[config.mk]
export PLATFORM = sky130hd
export DESIGN_NAME = mc_control
export DESIGN_NICKNAME = d
export VERILOG_FILES = /design/src/rtl/mc_control_pkg.sv /design/src/rtl/mc_control_dispatch.sv /design/src/rtl/mc_control.sv
export SDC_FILE = /design/constraint.sdc
export NUM_CORES = 1
export LEC_CHECK = 0
export ABC_AREA = 0
export ABC_CLOCK_PERIOD_IN_PS = 1970
export CORE_ASPECT_RATIO = 0.7
export CORE_MARGIN = 8
export CORE_UTILIZATION = 37
export DETAILED_ROUTE_END_ITERATION = 12
export GPL_TIMING_DRIVEN = 0
export HOLD_SLACK_MARGIN = 0.15
export PLACE_DENSITY = 0.83
export SYNTH_ARGS = -nofsm -noshare
export SYNTH_HDL_FRONTEND = slang
export SYNTH_SLANG_ARGS = --single-unit
[constraint.sdc]
create_clock -name clk -period 1.97 [get_ports clk]
set_clock_uncertainty 0.15 [all_clocks]
set_input_delay 0.2955 -clock clk [delete_from_list [all_inputs] [get_ports clk]]
set_output_delay 0.2955 -clock clk [all_outputs]
set_load 0.03 [all_outputs]
[src/rtl/mc_control_pkg.sv]
// Shared types and encodings for the multi-cycle MIPS control sequencer.
package mc_control_pkg;

   localparam int unsigned OP_W     = 6;
   localparam int unsigned ALU_OP_W = 6;
   localparam int unsigned PERF_W   = 32;

   typedef enum logic [3:0] {
      FETCH, DECODE, EXEC_R, EXEC_I, MEM_ADDR, MEM_RD,
      MEM_WR, WB_ALU, WB_MEM, BRANCH, JUMP, TRAP
   } state_t;

   // Opcodes, IR[31:26]
   localparam logic [OP_W-1:0] OP_RTYPE = 6'b000000;
   localparam logic [OP_W-1:0] OP_J     = 6'b000010;
   localparam logic [OP_W-1:0] OP_JAL   = 6'b000011;
   localparam logic [OP_W-1:0] OP_BEQ   = 6'b000100;
   localparam logic [OP_W-1:0] OP_BNE   = 6'b000101;
   localparam logic [OP_W-1:0] OP_ADDI  = 6'b001000;
   localparam logic [OP_W-1:0] OP_ADDIU = 6'b001001;
   localparam logic [OP_W-1:0] OP_SLTI  = 6'b001010;
   localparam logic [OP_W-1:0] OP_SLTIU = 6'b001011;
   localparam logic [OP_W-1:0] OP_ANDI  = 6'b001100;
   localparam logic [OP_W-1:0] OP_ORI   = 6'b001101;
   localparam logic [OP_W-1:0] OP_LW    = 6'b100011;
   localparam logic [OP_W-1:0] OP_SW    = 6'b101011;

   localparam logic [ALU_OP_W-1:0] ALU_ADD   = 6'b000000;
   localparam logic [ALU_OP_W-1:0] ALU_SUB   = 6'b000001;
   localparam logic [ALU_OP_W-1:0] ALU_FUNCT = 6'b000010;

   localparam logic       IORD_PC      = 1'b0;
   localparam logic       IORD_ALUOUT  = 1'b1;
   localparam logic [1:0] PC_SRC_ALU   = 2'd0;
   localparam logic [1:0] PC_SRC_OUT   = 2'd1;
   localparam logic [1:0] PC_SRC_JUMP  = 2'd2;
   localparam logic [1:0] REG_DST_RT   = 2'd0;
   localparam logic [1:0] REG_DST_RD   = 2'd1;
   localparam logic [1:0] REG_DST_RA   = 2'd2;
   localparam logic [1:0] WB_ALUOUT    = 2'd0;
   localparam logic [1:0] WB_MDR       = 2'd1;
   localparam logic [1:0] WB_PC        = 2'd2;
   localparam logic       SRC_A_PC     = 1'b0;
   localparam logic       SRC_A_RS     = 1'b1;
   localparam logic [1:0] SRC_B_RT     = 2'd0;
   localparam logic [1:0] SRC_B_FOUR   = 2'd1;
   localparam logic [1:0] SRC_B_IMM    = 2'd2;
   localparam logic [1:0] SRC_B_IMM_SH = 2'd3;

endpackage

[src/rtl/mc_control_dispatch.sv]
// Combinational opcode-to-state map used in DECODE, plus the legality check.
module mc_control_dispatch
   import mc_control_pkg::*;
(
   input  logic [OP_W-1:0] opcode,
   output state_t          next_state_c,
   output logic            legal_c
);

   always_comb begin
      next_state_c = TRAP;
      legal_c      = 1'b1;
      case (opcode)
         OP_RTYPE:                              next_state_c = EXEC_R;
         OP_ADDI, OP_ADDIU, OP_ORI, OP_ANDI,
         OP_SLTI, OP_SLTIU:                     next_state_c = EXEC_I;
         OP_LW, OP_SW:                          next_state_c = MEM_ADDR;
         OP_BEQ, OP_BNE:                        next_state_c = BRANCH;
         OP_J, OP_JAL:                          next_state_c = JUMP;
         default: begin
            next_state_c = TRAP;
            legal_c      = 1'b0;
         end
      endcase
   end

endmodule

[src/rtl/mc_control.sv]
// Multi-cycle control sequencer for the MIPS core (Moore FSM with mem_ready/alu_zero gating).
// Define MC_CONTROL_PERF_EN to build the retired-instruction and cycle counters.
module mc_control
   import mc_control_pkg::*;
(
   input  logic                clk,
   input  logic                nrst,
   input  logic [OP_W-1:0]     opcode,
   input  logic                alu_zero,
   input  logic                mem_ready,
   output logic                mem_read,
   output logic                mem_write,
   output logic                iord,
   output logic                ir_write,
   output logic                pc_write,
   output logic [1:0]          pc_src,
   output logic                reg_write,
   output logic [1:0]          reg_dst,
   output logic [1:0]          mem_to_reg,
   output logic                alu_src_a,
   output logic [1:0]          alu_src_b,
   output logic [ALU_OP_W-1:0] alu_op,
   output logic                instr_done,
   output logic                illegal,
   output logic [PERF_W-1:0]   perf_instr,
   output logic [PERF_W-1:0]   perf_cycles
);

   state_t          state_q, state_d;
   logic [OP_W-1:0] op_q;
   state_t          disp_state_c;
   logic            disp_legal_c;

   mc_control_dispatch u_dispatch (
      .opcode       (opcode),
      .next_state_c (disp_state_c),
      .legal_c      (disp_legal_c)
   );

   // State register and opcode latch (captured on the way out of DECODE)
   always_ff @(posedge clk) begin
      if (!nrst) begin
         state_q <= FETCH;
         op_q    <= '0;
      end else begin
         state_q <= state_d;
         if (state_q == DECODE) op_q <= opcode;
      end
   end

   // Next state and datapath controls; everything stays at defaults while in reset
   always_comb begin
      state_d    = state_q;
      mem_read   = 1'b0;
      mem_write  = 1'b0;
      iord       = IORD_PC;
      ir_write   = 1'b0;
      pc_write   = 1'b0;
      pc_src     = PC_SRC_ALU;
      reg_write  = 1'b0;
      reg_dst    = REG_DST_RT;
      mem_to_reg = WB_ALUOUT;
      alu_src_a  = SRC_A_PC;
      alu_src_b  = SRC_B_RT;
      alu_op     = ALU_FUNCT;
      instr_done = 1'b0;
      illegal    = 1'b0;
      if (nrst) begin
         case (state_q)
            FETCH: begin
               mem_read  = 1'b1;
               iord      = IORD_PC;
               alu_src_a = SRC_A_PC;
               alu_src_b = SRC_B_FOUR;
               alu_op    = ALU_ADD;
               pc_src    = PC_SRC_ALU;
               if (mem_ready) begin
                  ir_write = 1'b1;
                  pc_write = 1'b1;
                  state_d  = DECODE;
               end
            end
            DECODE: begin
               alu_src_a = SRC_A_PC;
               alu_src_b = SRC_B_IMM_SH;
               alu_op    = ALU_ADD;
               state_d   = disp_legal_c ? disp_state_c : TRAP;
            end
            EXEC_R: begin
               alu_src_a = SRC_A_RS;
               alu_src_b = SRC_B_RT;
               alu_op    = ALU_FUNCT;
               state_d   = WB_ALU;
            end
            EXEC_I: begin
               alu_src_a = SRC_A_RS;
               alu_src_b = SRC_B_IMM;
               alu_op    = (op_q == OP_ADDI || op_q == OP_ADDIU) ? ALU_ADD : op_q;
               state_d   = WB_ALU;
            end
            WB_ALU: begin
               reg_write  = 1'b1;
               reg_dst    = (op_q == OP_RTYPE) ? REG_DST_RD : REG_DST_RT;
               mem_to_reg = WB_ALUOUT;
               instr_done = 1'b1;
               state_d    = FETCH;
            end
            MEM_ADDR: begin
               alu_src_a = SRC_A_RS;
               alu_src_b = SRC_B_IMM;
               alu_op    = ALU_ADD;
               state_d   = (op_q == OP_SW) ? MEM_WR : MEM_RD;
            end
            MEM_RD: begin
               mem_read = 1'b1;
               iord     = IORD_ALUOUT;
               if (mem_ready) state_d = WB_MEM;
            end
            MEM_WR: begin
               mem_write = 1'b1;
               iord      = IORD_ALUOUT;
               if (mem_ready) begin
                  instr_done = 1'b1;
                  state_d    = FETCH;
               end
            end
            WB_MEM: begin
               reg_write  = 1'b1;
               reg_dst    = REG_DST_RT;
               mem_to_reg = WB_MDR;
               instr_done = 1'b1;
               state_d    = FETCH;
            end
            BRANCH: begin
               alu_src_a  = SRC_A_RS;
               alu_src_b  = SRC_B_RT;
               alu_op     = ALU_SUB;
               pc_src     = PC_SRC_OUT;
               pc_write   = (op_q == OP_BEQ) ? alu_zero : !alu_zero;
               instr_done = 1'b1;
               state_d    = FETCH;
            end
            JUMP: begin
               pc_write   = 1'b1;
               pc_src     = PC_SRC_JUMP;
               instr_done = 1'b1;
               if (op_q == OP_JAL) begin
                  reg_write  = 1'b1;
                  reg_dst    = REG_DST_RA;
                  mem_to_reg = WB_PC;
               end
               state_d = FETCH;
            end
            TRAP: begin
               illegal = 1'b1;
               state_d = TRAP;
            end
            default: state_d = TRAP;
         endcase
      end
   end

`ifdef MC_CONTROL_PERF_EN
   logic [PERF_W-1:0] instr_q, cycles_q;

   // Free-running counters, wrap modulo 2^32
   always_ff @(posedge clk) begin
      if (!nrst) begin
         instr_q  <= '0;
         cycles_q <= '0;
      end else begin
         cycles_q <= cycles_q + PERF_W'(1);
         if (instr_done) instr_q <= instr_q + PERF_W'(1);
      end
   end

   assign perf_instr  = instr_q;
   assign perf_cycles = cycles_q;
`else
   assign perf_instr  = '0;
   assign perf_cycles = '0;
`endif

endmodule
-- After elaboration in Yosys (flattened, before gate mapping)
Index checks and enable logic that the tools add are counted.
- eq/ne operators: 31
- muxes and demuxes: 42
- reductions and logical operators: 19
- operators by type and width (operator ; count):
    $eq 6x4->1 const B ; 8
    $pmux 4 s7 ; 1
    $mux 1 ; 20
    $pmux 4 s5 ; 1
    $eq 6x2->1 const B ; 3
    $eq 6x3->1 const B ; 3
    $eq 6x6->1 const B ; 3
    $pmux 6 s3 ; 1
    $eq 4x3->1 const B ; 4
    $eq 4x4->1 const B ; 4
    $mux 4 ; 4
    $reduce_or 2->1 ; 8
    $reduce_or 13->1 ; 1
    $logic_not 6->1 ; 2
    $mux 2 ; 6
    $mux 6 ; 2
    $pmux 2 s2 ; 3
    $eq 4x2->1 const B ; 2
    $reduce_or 4->1 ; 2
    $ne 2x2->1 const B ; 3
    $pmux 2 s3 ; 1
    $reduce_or 6->1 ; 1
    $eq 4x1->1 const B ; 1
    $logic_not 4->1 ; 1
    other kinds (6) ; 7
- register bits: 10
- bits of input ports: 10
- output and inout port bits: 87
- word-level logic and storage cells: 94

-- Longest topological paths before layout
- word-level depth: 5
- gate-level depth with buffers: 6
- gate-level depth less buffers: 4

-- Modules after synthesis
A second synthesis with hierarchy kept.
- cells, all modules: 216
- area, all modules: 1621.6 um^2
- modules (own cells, without submodules) (module ; instances ; cells an instance ; area an instance (um^2) ; seq. area each (um^2)):
    mc_control ; 1 ; 196 ; 1511.4 ; 200.2
    mc_control_dispatch ; 1 ; 20 ; 110.1 ; 0.0

-- Least setup slack after synthesis
OpenSTA, ideal clock, no wires.
- path type: flip-flop to output port
- start: register op_q[0]
- end: output pc_write
- arrival: 1.739 ns
- data required time: 1.525 ns
- path slack: -0.214 ns
- cell stages (with the launch flop): 5
- buffers on the path: 0
- cell sequence: dfxtp_1 -> nor4b_4 -> a21oi_1 -> or4b_1 -> a31oi_1
- cells in the longest elaborated chain, start to end: 4
- RTL lines (element ; RTL line ; RTL):
    from (decl) ; mc_control.sv:30 ; logic [OP_W-1:0] op_q;
    from (signal assigned) ; mc_control.sv:47 ; if (state_q == DECODE) op_q <= opcode;
    $eq 6x3->1 ; mc_control.sv:139 ; pc_write = (op_q == OP_BEQ) ? alu_zero : !alu_zero;
    $mux 1 ; mc_control.sv:139 ;
    $pmux 1 s3 ; mc_control.sv:69 ; case (state_q)
    $mux 1 ; mc_control.sv:68 ; if (nrst) begin
    to (decl) ; mc_control.sv:15 ; output logic pc_write,
No other way between the ends.

-- Worst setup path after layout
Same ends and word-level chain as after synthesis.

==> metrics.md <==
| Metric | Value |
|---|---|
| Commonest cells in the netlist | `sky130_fd_sc_hd__buf_4, sky130_fd_sc_hd__nor2_1, sky130_fd_sc_hd__dfxtp_1` |
| Vertical die dimension | `about 69 µm` |
| Tightest Hold Check Type | `primary input to register` |
| Outcome | `complete, but fails checks` |
| Setup slack after layout | `-0.2446 ns` |
| Overall die area | `6364 µm²` |
| Final nets | `322` |
| Share of async-settable or async-resettable flops after synthesis | `0` |
| Final period util | `1.124` |
| Overall die width | `91.98 µm` |
| Drt pass-1 iters | `4` |
| Largest voltage drop on the vdd net | `about 0.00053 V` |
| Arrival time at the worst endpoint | `1.77 ns` |
| Root buffer selected by CTS | `sky130_fd_sc_hd__clkbuf_8` |
| Total number of placement rows | `19` |
| Setup violations, final | `3` |
| Number of antenna violations at the first check in global routing | `0` |
| Initial core utilization | `0.3835` |
| Worst Hold Slack | `0.3334 ns` |
| Design internal power | `0.001204 W` |
| Maximum number of pins on one net before global-route repair | `12` |
| Static leakage | `1.188 nW` |
| Detailed placer's ending HPWL | `3446 µm` |
| Global-route wire length before repair | `6989 µm` |
| Dominant register cell in the synthesized netlist | `sky130_fd_sc_hd__dfxtp_1` |
| Violated checks | `setup timing` |
| Total CTS buffers | `3` |
| Fraction of final layout cells sized beyond drive strength 1 | `0.4180` |
| Clk sinks | `10` |
| Max Freq | `around 450 MHz` |
| Setup repair after global routing missed its margin | `true` |
| Synth Area per Inst | `7.294 µm²` |
| Combinational Power Share | `0.728` |
| Number of buffers on the longest clock path | `2` |
| Top area cells in the synthesized netlist | `sky130_fd_sc_hd__buf_4, sky130_fd_sc_hd__dfxtp_1, sky130_fd_sc_hd__nor2_1, sky130_fd_sc_hd__mux2i_1, sky130_fd_sc_hd__nand2b_1` |
| Vias in the first global route | `1398` |
| Share of power burned in registers | `0.166` |
| Number of hold buffers added after cts | `0` |
| IO Port Bufs | `31` |
| Yosys warns | `0` |
| Final Max Slew Viols | `0` |
| Switching share of power | `0.4979` |
| Crit end category | `output port` |
| TritonCTS clock tree | `done` |
| FF-to-FF setup slack | `0.37 ns` |
| Final hold vios | `0` |
| Most frequently used cell type in the post-synthesis netlist | `sky130_fd_sc_hd__buf_4` |
| Final weighted congestion of routability-driven global placement | `0.8913` |
| P_sw | `0.001194 W` |
| Insertion delay of the later-clocked pin in the worst-skew pair | `0.23 ns` |
| Overall via count from detail_route | `~1500` |
| Count of antenna-violating nets left after detailed routing | `0` |
| Area of the mapped netlist | `1495 µm²` |
| Category of the worst setup path launch point | `register` |
| Total power consumption of the routed design | `0.002398 W` |
| WP data required | `between 1.5 and 2 ns` |
| Yosys reg bits | `10` |
| Share of power burned in the clock network | `0.105` |
| Top-Level Pins | `97` |
| Number of fill cells | `between 300 and 400` |
| Sequential fraction of the synthesis area | `0.1339` |
| Power per unit of standard cell area | `1062 nW/µm²` |
| Most area-hungry cell type in the Yosys netlist | `sky130_fd_sc_hd__buf_4` |
| Post-CTS clock slew at the launch and capture registers of the worst setup and hold paths | `0.05 ns` |
| Congestion Overflow GR | `0` |
| Iteration-0 DRC count of the detailed router | `115` |
| Max-cap violation count | `0` |
| Share of the synthesized area in the top cell type | `0.3213` |
| Max Fanout on Critical Path | `3` |
| Gr usage total | `0.1270` |
| Mapped Cells | `205` |
| Number of antenna diodes | `0` |
| Post-layout minimum cycle time | `2.215 ns` |
| Number of different library cells in the post-synthesis netlist | `44` |
| Average vias per placed instance | `4.253` |
| Number of remaining DRC errors | `0` |
| Area Growth Syn to Fin | `50.96%` |
| Count of flip-flops with a built-in enable after synthesis | `0` |
| Area of the core | `3899 µm²` |
| Depth of the CTS H-tree | `1` |
| Crit Path Class | `register to output port` |
| Total Routed Length | `about 4400 µm` |
| Detail-routed net length per standard cell | `around 12 µm` |
-- final timing paths --
path         depth (start not counted)       start          to
min reg2reg                          2     op_q[2]     op_q[2]
max                                  5     op_q[0]    pc_write
min                                  3        nrst  state_q[2]
max reg2reg                          5  state_q[1]  state_q[1]
-- placed cells by master (no fill, tap or decap), types with 3 or more instances in the layout --
master,netlist,routed
sky130_fd_sc_hd__buf_4,64,78
sky130_fd_sc_hd__conb_1,1,64
sky130_fd_sc_hd__nor2_1,24,21
sky130_fd_sc_hd__buf_2,2,13
sky130_fd_sc_hd__a21oi_1,8,8
sky130_fd_sc_hd__nand2b_1,9,7
sky130_fd_sc_hd__buf_6,4,7
sky130_fd_sc_hd__nor3_1,8,7
sky130_fd_sc_hd__mux2i_1,7,7
sky130_fd_sc_hd__clkdlybuf4s50_1,0,7
sky130_fd_sc_hd__nand2_1,7,6
sky130_fd_sc_hd__inv_1,5,5
sky130_fd_sc_hd__and2_1,5,4
sky130_fd_sc_hd__nand3_1,4,4
sky130_fd_sc_hd__clkbuf_8,0,4
sky130_fd_sc_hd__dfxtp_2,0,4
sky130_fd_sc_hd__a211oi_1,3,3
sky130_fd_sc_hd__nor2b_1,4,3
sky130_fd_sc_hd__dfxtp_4,0,3
sky130_fd_sc_hd__dfxtp_1,10,3
-- logic make-up after synthesis --
kind of cell | after synthesis | share of synthesized area
buffers and inverters | 80 | 0.3916
and+or+nand+nor | 79 | 0.2962
AOI/OAI and AO/OA | 28 | 0.1289
DFF | 10 | 0.1339
muxes | 7 | 0.04686
other | 1 | 0.002508
-- flip-flops by register name (all words and copies together) (netlist names) --
name     count
op_q         6
state_q      4
-- power by group through the flow --
stage,sequential (W),clock [W],combinational [W]
finish,0.000399,0.000253,0.00175
global placement,0.000352,0,0.00151
floorplan,0.000333,0,0.00119
CTS,0.000383,0.000258,0.00160
detailed placement,0.000356,0,0.00152
global route,0.000411,0.000269,0.00187
-- worst max-delay path: stages (launching register included) --
cell and delay, ns:
sky130_fd_sc_hd__dfxtp_4 0.36, sky130_fd_sc_hd__nor4b_4 0.28, sky130_fd_sc_hd__a21oi_1 0.09, sky130_fd_sc_hd__or4b_1 0.48
sky130_fd_sc_hd__a31oi_2 0.17, sky130_fd_sc_hd__buf_6 0.16
-- layer usage --
| metal | global-route usage | vias up | share of wire | wire (µm) |
|---|---|---|---|---|
| li1 | - | 789 | - | - |
| met1 | 0.1540 | 678 | 0.40 | 1750 |
| met2 | 0.2239 | 77 | 0.50 | 2177 |
| met3 | 0.03676 | 0 | 0.10 | 457 |
| met4 | 0.007117 | 0 | 0 | 0 |
| met5 | 0 | - | 0 | 0 |
-- cell type report --
class | instances | area [µm²] | share of cell area
multi-input combinational | 178 | 1021 | 0.4523
buffer | 73 | 570.5 | 0.2528
timing repair buffer | 41 | 310.3 | 0.1375
sequential | 10 | 216.5 | 0.09590
tap | 52 | 65.06 | 0.02882
clock buffer | 4 | 55.05 | 0.02439
inverter | 5 | 18.77 | 0.008315
-- stage by stage --
stage | util | instance area (µm²) | setup TNS [ns] | setup slack [ns] | std cells
2_1_floorplan | - | 1747 | -0.3452 | -0.1012 | 268
3_3_place_gp | 0.5443 | 2122 | -8.118 | -0.8431 | 351
3_5_place_dp | 0.5443 | 2122 | -8.233 | -0.8700 | 351
4_1_cts | 0.5658 | 2206 | -0.3760 | -0.2539 | 359
5_1_grt | 0.5789 | 2257 | -0.9213 | -0.2904 | 363
6_report | 0.5789 | 2257 | -0.3715 | -0.2446 | 363
-- what timing repair did --
| item | 4_1_cts | 5_1_grt |
|---|---|---|
| endpoints found under the hold margin | 0 | 0 |
| setup endpoints to repair | 23 | 20 |
| pin swaps | 6 | 6 |
| buffers inserted | 6 | 4 |
| resized for setup | 129 | 27 |
No activity file was read; power rests on OpenSTA's default activity.
